===== config.mk =====
export PLATFORM = sky130hd
export DESIGN_NAME = tdc_coarse_counter
export DESIGN_NICKNAME = d
export VERILOG_FILES = /design/src/rtl/tdc_coarse_counter.sv
export SDC_FILE = /design/constraint.sdc
export NUM_CORES = 1
export LEC_CHECK = 0
export ABC_AREA = 1
export CORE_MARGIN = 10
export CORE_UTILIZATION = 45
export CTS_CLUSTER_DIAMETER = 80
export DETAILED_ROUTE_END_ITERATION = 10
export PLACE_DENSITY = 0.69
export SYNTH_ARGS = -nofsm -noshare
export SYNTH_HDL_FRONTEND = slang
export SYNTH_SLANG_ARGS = --single-unit
export TNS_END_PERCENT = 30

===== constraint.sdc =====
create_clock -name clk -period 2.15 [get_ports clk]
set_input_delay 0.3225 -clock clk [delete_from_list [all_inputs] [get_ports clk]]
set_output_delay 0.3225 -clock clk [all_outputs]
set_load 0.02 [all_outputs]

===== src/rtl/tdc_coarse_counter.sv =====
// Coarse time-to-digital converter: counts clk periods between a rising
// edge on start and a rising edge on stop. The result saturates at MAX when
// no stop arrives, and it is held until the consumer accepts it (valid && rdy).
module tdc_coarse_counter #(
    parameter int WIDTH = 4
) (
    input  logic             clk,
    input  logic             rstb,
    input  logic             start,
    input  logic             stop,
    input  logic             rdy,
    output logic [WIDTH-1:0] tdc_out,
    output logic             valid,
    output logic             ovf,
    output logic             busy
);

    typedef enum logic [1:0] {
        IDLE  = 2'b00,
        COUNT = 2'b01,
        HOLD  = 2'b10
    } state_t;

    localparam logic [WIDTH-1:0] MAX  = {WIDTH{1'b1}};
    localparam logic [WIDTH-1:0] ZERO = {WIDTH{1'b0}};
    localparam logic [WIDTH-1:0] ONE  = WIDTH'(32'd1);

    state_t           state_r;
    logic [WIDTH-1:0] cnt_r;
    logic [WIDTH-1:0] tdc_r;
    logic             ovf_r;
    logic             valid_r;
    logic             busy_r;
    logic             start_prev_r;
    logic             stop_prev_r;
    logic             start_ev_s;
    logic             stop_ev_s;

    // Rising-edge detection of the start/stop levels against last cycle's sample
    always_comb begin
        start_ev_s = start & ~start_prev_r;
        stop_ev_s  = stop & ~stop_prev_r;
    end

    // Previous-sample registers; they keep updating in every state, so a level
    // held across HOLD->IDLE never looks like a new edge
    always_ff @(posedge clk or negedge rstb) begin
        if (!rstb) begin
            start_prev_r <= 1'b0;
            stop_prev_r  <= 1'b0;
        end else begin
            start_prev_r <= start;
            stop_prev_r  <= stop;
        end
    end

    // Measurement FSM with registered result, status and handshake outputs
    always_ff @(posedge clk or negedge rstb) begin
        if (!rstb) begin
            state_r <= IDLE;
            cnt_r   <= ZERO;
            tdc_r   <= ZERO;
            ovf_r   <= 1'b0;
            valid_r <= 1'b0;
            busy_r  <= 1'b0;
        end else begin
            case (state_r)
                IDLE: begin
                    if (start_ev_s && stop_ev_s) begin
                        // Zero-length interval: report it without counting
                        state_r <= HOLD;
                        cnt_r   <= ZERO;
                        tdc_r   <= ZERO;
                        ovf_r   <= 1'b0;
                        valid_r <= 1'b1;
                        busy_r  <= 1'b0;
                    end else if (start_ev_s) begin
                        state_r <= COUNT;
                        cnt_r   <= ZERO;
                        valid_r <= 1'b0;
                        busy_r  <= 1'b1;
                    end else begin
                        state_r <= IDLE;
                        valid_r <= 1'b0;
                        busy_r  <= 1'b0;
                    end
                end
                COUNT: begin
                    if (cnt_r == MAX) begin
                        // Counter is saturated; the interval cannot be represented
                        state_r <= HOLD;
                        cnt_r   <= ZERO;
                        tdc_r   <= MAX;
                        ovf_r   <= 1'b1;
                        valid_r <= 1'b1;
                        busy_r  <= 1'b0;
                    end else if (stop_ev_s) begin
                        // cnt holds k-1 on the edge before the stop edge n+k
                        state_r <= HOLD;
                        cnt_r   <= ZERO;
                        tdc_r   <= cnt_r + ONE;
                        ovf_r   <= 1'b0;
                        valid_r <= 1'b1;
                        busy_r  <= 1'b0;
                    end else begin
                        state_r <= COUNT;
                        cnt_r   <= cnt_r + ONE;
                        valid_r <= 1'b0;
                        busy_r  <= 1'b1;
                    end
                end
                HOLD: begin
                    if (rdy) begin
                        state_r <= IDLE;
                        valid_r <= 1'b0;
                        busy_r  <= 1'b0;
                    end else begin
                        state_r <= HOLD;
                        valid_r <= 1'b1;
                        busy_r  <= 1'b0;
                    end
                end
                default: begin
                    state_r <= IDLE;
                    cnt_r   <= ZERO;
                    tdc_r   <= ZERO;
                    ovf_r   <= 1'b0;
                    valid_r <= 1'b0;
                    busy_r  <= 1'b0;
                end
            endcase
        end
    end

    assign tdc_out = tdc_r;
    assign ovf     = ovf_r;
    assign valid   = valid_r;
    assign busy    = busy_r;

endmodule


# ---- Word-level counts from Yosys, hierarchy flattened
# Index checks and enable logic that the tools add are counted.
dict set report totals {
  reg_bits 15
  in_bits 5
  output_inout_bits 7
  wordCells 53
}
dict set report op_classes {
  addsub 1
  eq_ne 6
  n_mux 29
  bitwise 5
  reduce_logical 4
}
# operator n
set ops {}
lappend ops {{2-to-1 mux 4 bit} 7}
lappend ops {{one-hot mux 4 bit (3 select lines)} 2}
lappend ops {{2-to-1 mux 1 bit} 12}
lappend ops {{2-to-1 mux 2 bit} 4}
lappend ops {{!= test 3 bit, second input constant} 2}
lappend ops {{one-hot mux 1 bit (3 select lines)} 2}
lappend ops {{one-hot mux 2 bit (3 select lines)} 1}
lappend ops {{adder 4 x 1 -> 4 bit, second input constant} 1}
lappend ops {{equality test 4 bit, second input constant} 1}
lappend ops {{inverter 1 bit} 3}
lappend ops {{AND reduction 3 bit} 1}
lappend ops {{bitwise AND 1 bit} 2}
lappend ops {{equality test 2 x 1 -> 1 bit, second input constant} 1}
lappend ops {{equality test 2 bit, second input constant} 1}
lappend ops {{zero test 2 bit} 1}
lappend ops {{!= test 2 bit, second input constant} 1}
lappend ops {{one-hot mux 1 bit (2 select lines)} 1}
lappend ops {{AND reduction 2 bit} 1}
lappend ops {{logical AND 1 bit} 1}

# ---- Longest topological paths before layout
dict set report logic_depth {
  depth_word 5
  depth_mapped 7
  mapped_depth_nobuf 7
}

# ---- Worst setup path before layout
# Ideal clock, no wire load.
dict set report synth_timing {
  path_type {register to register}
  from {register cnt_r[0]}
  to {register tdc_r[0], in the netlist tdc_out[0]}
  setup_time_ps 118
  arrival_time_ps 1039
  required_time_ps 2032
  path_slack_ps 993
  stages_incl_launch_ff 7
  n_path_buf 0
  period_less_slack_ps 1157
  cell_sequence {dfrtp_1 ha_1 nand3_4 nand3_4 nand3_4 nand2_1 nand2_1}
}
dict set report synth_between {
  elab_chain_len 4
  word_cells_on_any_way 7
  cone_classes {add/sub: 1; eq/ne: 2; mux: 3; reduce/logical: 1}
}
# item line
set synth_lines {}
lappend synth_lines {{from (decl)} 29} ;# logic [WIDTH-1:0] cnt_r;
lappend synth_lines {{from (signal assigned)} 107} ;# cnt_r <= cnt_r + ONE;
lappend synth_lines {{adder 4 x 1 -> 4 bit} 101} ;# tdc_r <= cnt_r + ONE;
lappend synth_lines {{2-to-1 mux 4 bit} 97} ;# end else if (stop_ev_s) begin
lappend synth_lines {{2-to-1 mux 4 bit} 89} ;# if (cnt_r == MAX) begin
lappend synth_lines {{one-hot mux 4 bit (3 select lines)} 67} ;# case (state_r)
lappend synth_lines {{to (signal assigned)} 101}
lappend synth_lines {{to (decl)} 30} ;# logic [WIDTH-1:0] tdc_r;
# Several ways; a longest one is shown, not always the timed one. The select of a mux whose other input is x is not followed.
# A chain may end at the register's enable or synchronous reset.

# ---- Worst setup path in the final report
dict set report layout_timing {
  from {register tdc_r[2], in the netlist tdc_out[2]}
  to {output tdc_out[2]}
}
# item line
set layout_lines {}
lappend layout_lines {{to (decl)} 12} ;# output logic [WIDTH-1:0] tdc_out,
# No word-level cell between the ends.

==> results.cfg <==
[status]
status = finished clean

[sta]
slew_headroom_pct = 55.74
period_minus_slack_ns = 1.574
finalSetupViolCount = 0
worst_pin_slew_ns = 0.6618
grt_setup_unrepaired = false
finalHoldViolations = 0
maxSlewViolCount = 0
tns_ns = 0
max_freq_ghz = 0.6352
fin_skew_ns = 0.0005974
finalCritPeriodShare_pct = 73.23

[synth]
synthCells = 80
synth-seq-cells = 15
synth_cell_types = 17
yosys.area_share.simple_pct = 32.63
yosysSeqAreaShare_pct = 52.63
yosysWarnings = 0
synth_area_um2 = 713.2
synth_compound_area_share_pct = 8.772
synthAdderAreaFrac_pct = 1.754
synth_top_family_by_area = simple AND/OR/NAND/NOR gates
syn-num-nets = 86
synthMuxAreaShare_pct = 0
synthXorXnorAreaFrac_pct = 0
avgSynthCellArea_um2 = 8.915

[die]
die_x_um = 59.81
row_count = 14
die_area_mm2 = 0.003577
die_h_um = 59.81
core_mm2 = 0.001506
start_util_pct = 47.34
ios = 12

[drt]
vias = 572
drt_first_pass_iters = 4
drt-total-wl_um = 1359
via_per_inst = 5.153
ant_nets = 0
drt_iter0_drc = 12
wl_per_cell_um = 12.24
drc = 0

[clocking]
cts_tree = done
path_clk_slew_ns = 0.09
postCtsSetupBuffers = 0
clock-sinks = 15
cts_buffer_depth = 2
clock_latency_ns = 0.28
cts_hold_repair.buffers = 0
htree_levels = 1
cts_resized = 0
cts_buffers = 3
root_buffer = clkbuf_4

[placed_design]
port_buffers = 11
place.gp.congestion = 0.8033
dpl.hpwl_um = 1067
placed_cell_area_um2 = 843.3

[global_route]
grt_pass1_vias = 573
grt_max_degree = 16
grt_pass1_wl_um = 2352
antenna_found_initial = 0
grt_use_total_pct = 8.543
overflow = 0

[worst_setup_path]
arrival_ns = 1.25
r2r-start = cnt_r[0]
criticalPathCategory = reg -> out
cpLargestDelayFamily = buffers and inverters
worstSetupStartpointType = register
worst-path-buf-inv = 1
slowest_stage = clkdlybuf4s50_1
critical_path.cell_chain = clkdlybuf4s50_1
crit_start = tdc_out[2]
max_stage_delay_ns = 0.61
worstPathMaxFanout = 2
worstSetupEndpointType = output port
cp_data_required_time_ns = 1.83

[power_and_ir_drop]
p_comb_share_pct = 35.6
internal_power_uw = 527.9
p_leak_uw = 0.0004167
switching_share_pct = 38.38
power_switching_uw = 328.8
clockPowerShare_pct = 18.8
p_seq_share_pct = 45.6
ir_worst_vdd_mv = 0.5316
power_density_mw_per_mm2 = 983.8

[layout]
layout_common_cells = 25 x nand2_1, 15 x dfrtp_1, 11 x clkdlybuf4s50_1, 7 x inv_1, 6 x o21ai_0
drive_above_1_share_pct = 10.53
postLayoutCellArea_um2 = 870.8
syn_to_final_growth_pct = 22.11
fillers = 136
diodes = 0
nets = 102
final_common_cell = nand2_1

[job]
maxCapViolCount = 0

[hold_path]
hp-class = in -> async
cells in the mapped netlist (all sizes together):
library cell / count / area [µm²]
dfrtp: 15 / 375.4
nand3: 7 / 72.57
nand2: 25 / 93.84
nor3: 1 / 5.000
and2: 1 / 6.260
ha: 1 / 12.51
o21ai: 7 / 35.03
a21oi: 4 / 20.02
nor2: 7 / 36.29
nand4: 3 / 18.77
o31ai: 1 / 7.510
inv: 8 / 30.03
power groups by stage:
| stage | combinational, µW | sequential [µW] | clock [µW] |
|---|---|---|---|
| 2_1_floorplan | 167 | 425 | 0 |
| 3_3_place_gp | 306 | 396 | 0 |
| 3_5_place_dp | 309 | 397 | 0 |
| 4_1_cts | 311 | 391 | 165 |
| 5_1_grt | 348 | 402 | 175 |
| 6_report | 305 | 391 | 161 |
flip-flops by register name, indices dropped and copies added, names as in the netlist:
register / flops
tdc_out: 4
start_prev_r: 1
valid: 1
ovf: 1
cnt_r: 4
stop_prev_r: 1
busy: 1
state_r: 2
cell type report:
class | instances | area [µm²] | area share, %
Clock buffer | 3 | 22.52 | 2.586
Clock inverter | 1 | 5.005 | 0.5747
Inverter | 8 | 30.03 | 3.448
Multi-Input combinational cell | 57 | 307.8 | 35.34
Sequential cell | 15 | 375.4 | 43.10
Tap cell | 16 | 20.02 | 2.299
Timing Repair Buffer | 11 | 110.1 | 12.64
metal layers:
layer | GRT usage [%] | up-vias | wire [µm]
met5 | 0 | - | 0
met4 | 5.769 | 0 | 35
met3 | 2.966 | 5 | 81
met2 | 13.24 | 10 | 608
met1 | 9.582 | 263 | 634
li1 | - | 294 | -
kinds of logic after synthesis:
group,Yosys count
flip-flops,15
buffers and inverters,8
AND/OR/NAND/NOR,44
AO/OA/AOI/OAI,12
adder cells (fa/ha/maj),1
path summary, 6_finish.rpt:
check,slack (ns),cells after the start,to
max in group asynchronous,1.29,1,tdc_out[0]
max,0.58,1,tdc_out[2]
min reg2reg,0.48,2,ovf
min in group clk,0.48,2,ovf
min,0.44,1,stop_prev_r
max reg2reg,0.85,5,valid
metrics by stage:
| step | cells | util (%) | hold WS, ns | total power [µW] | worst slack (ns) |
|---|---|---|---|---|---|
| after global routing | 111 | 57.81 | 0.4735 | 924.6 | 0.5187 |
| after global placement | 107 | 55.98 | 0.4667 | 702.6 | 0.5948 |
| final | 111 | 57.81 | 0.4352 | 856.7 | 0.5756 |
| after CTS | 111 | 57.81 | 0.4641 | 867.3 | 0.5592 |
| after floorplan | 80 | - | 0.02691 | 592.4 | 0.9931 |
| after detailed placement | 107 | 55.98 | 0.4627 | 705.8 | 0.5936 |
Power figures use the tool's default switching activity.
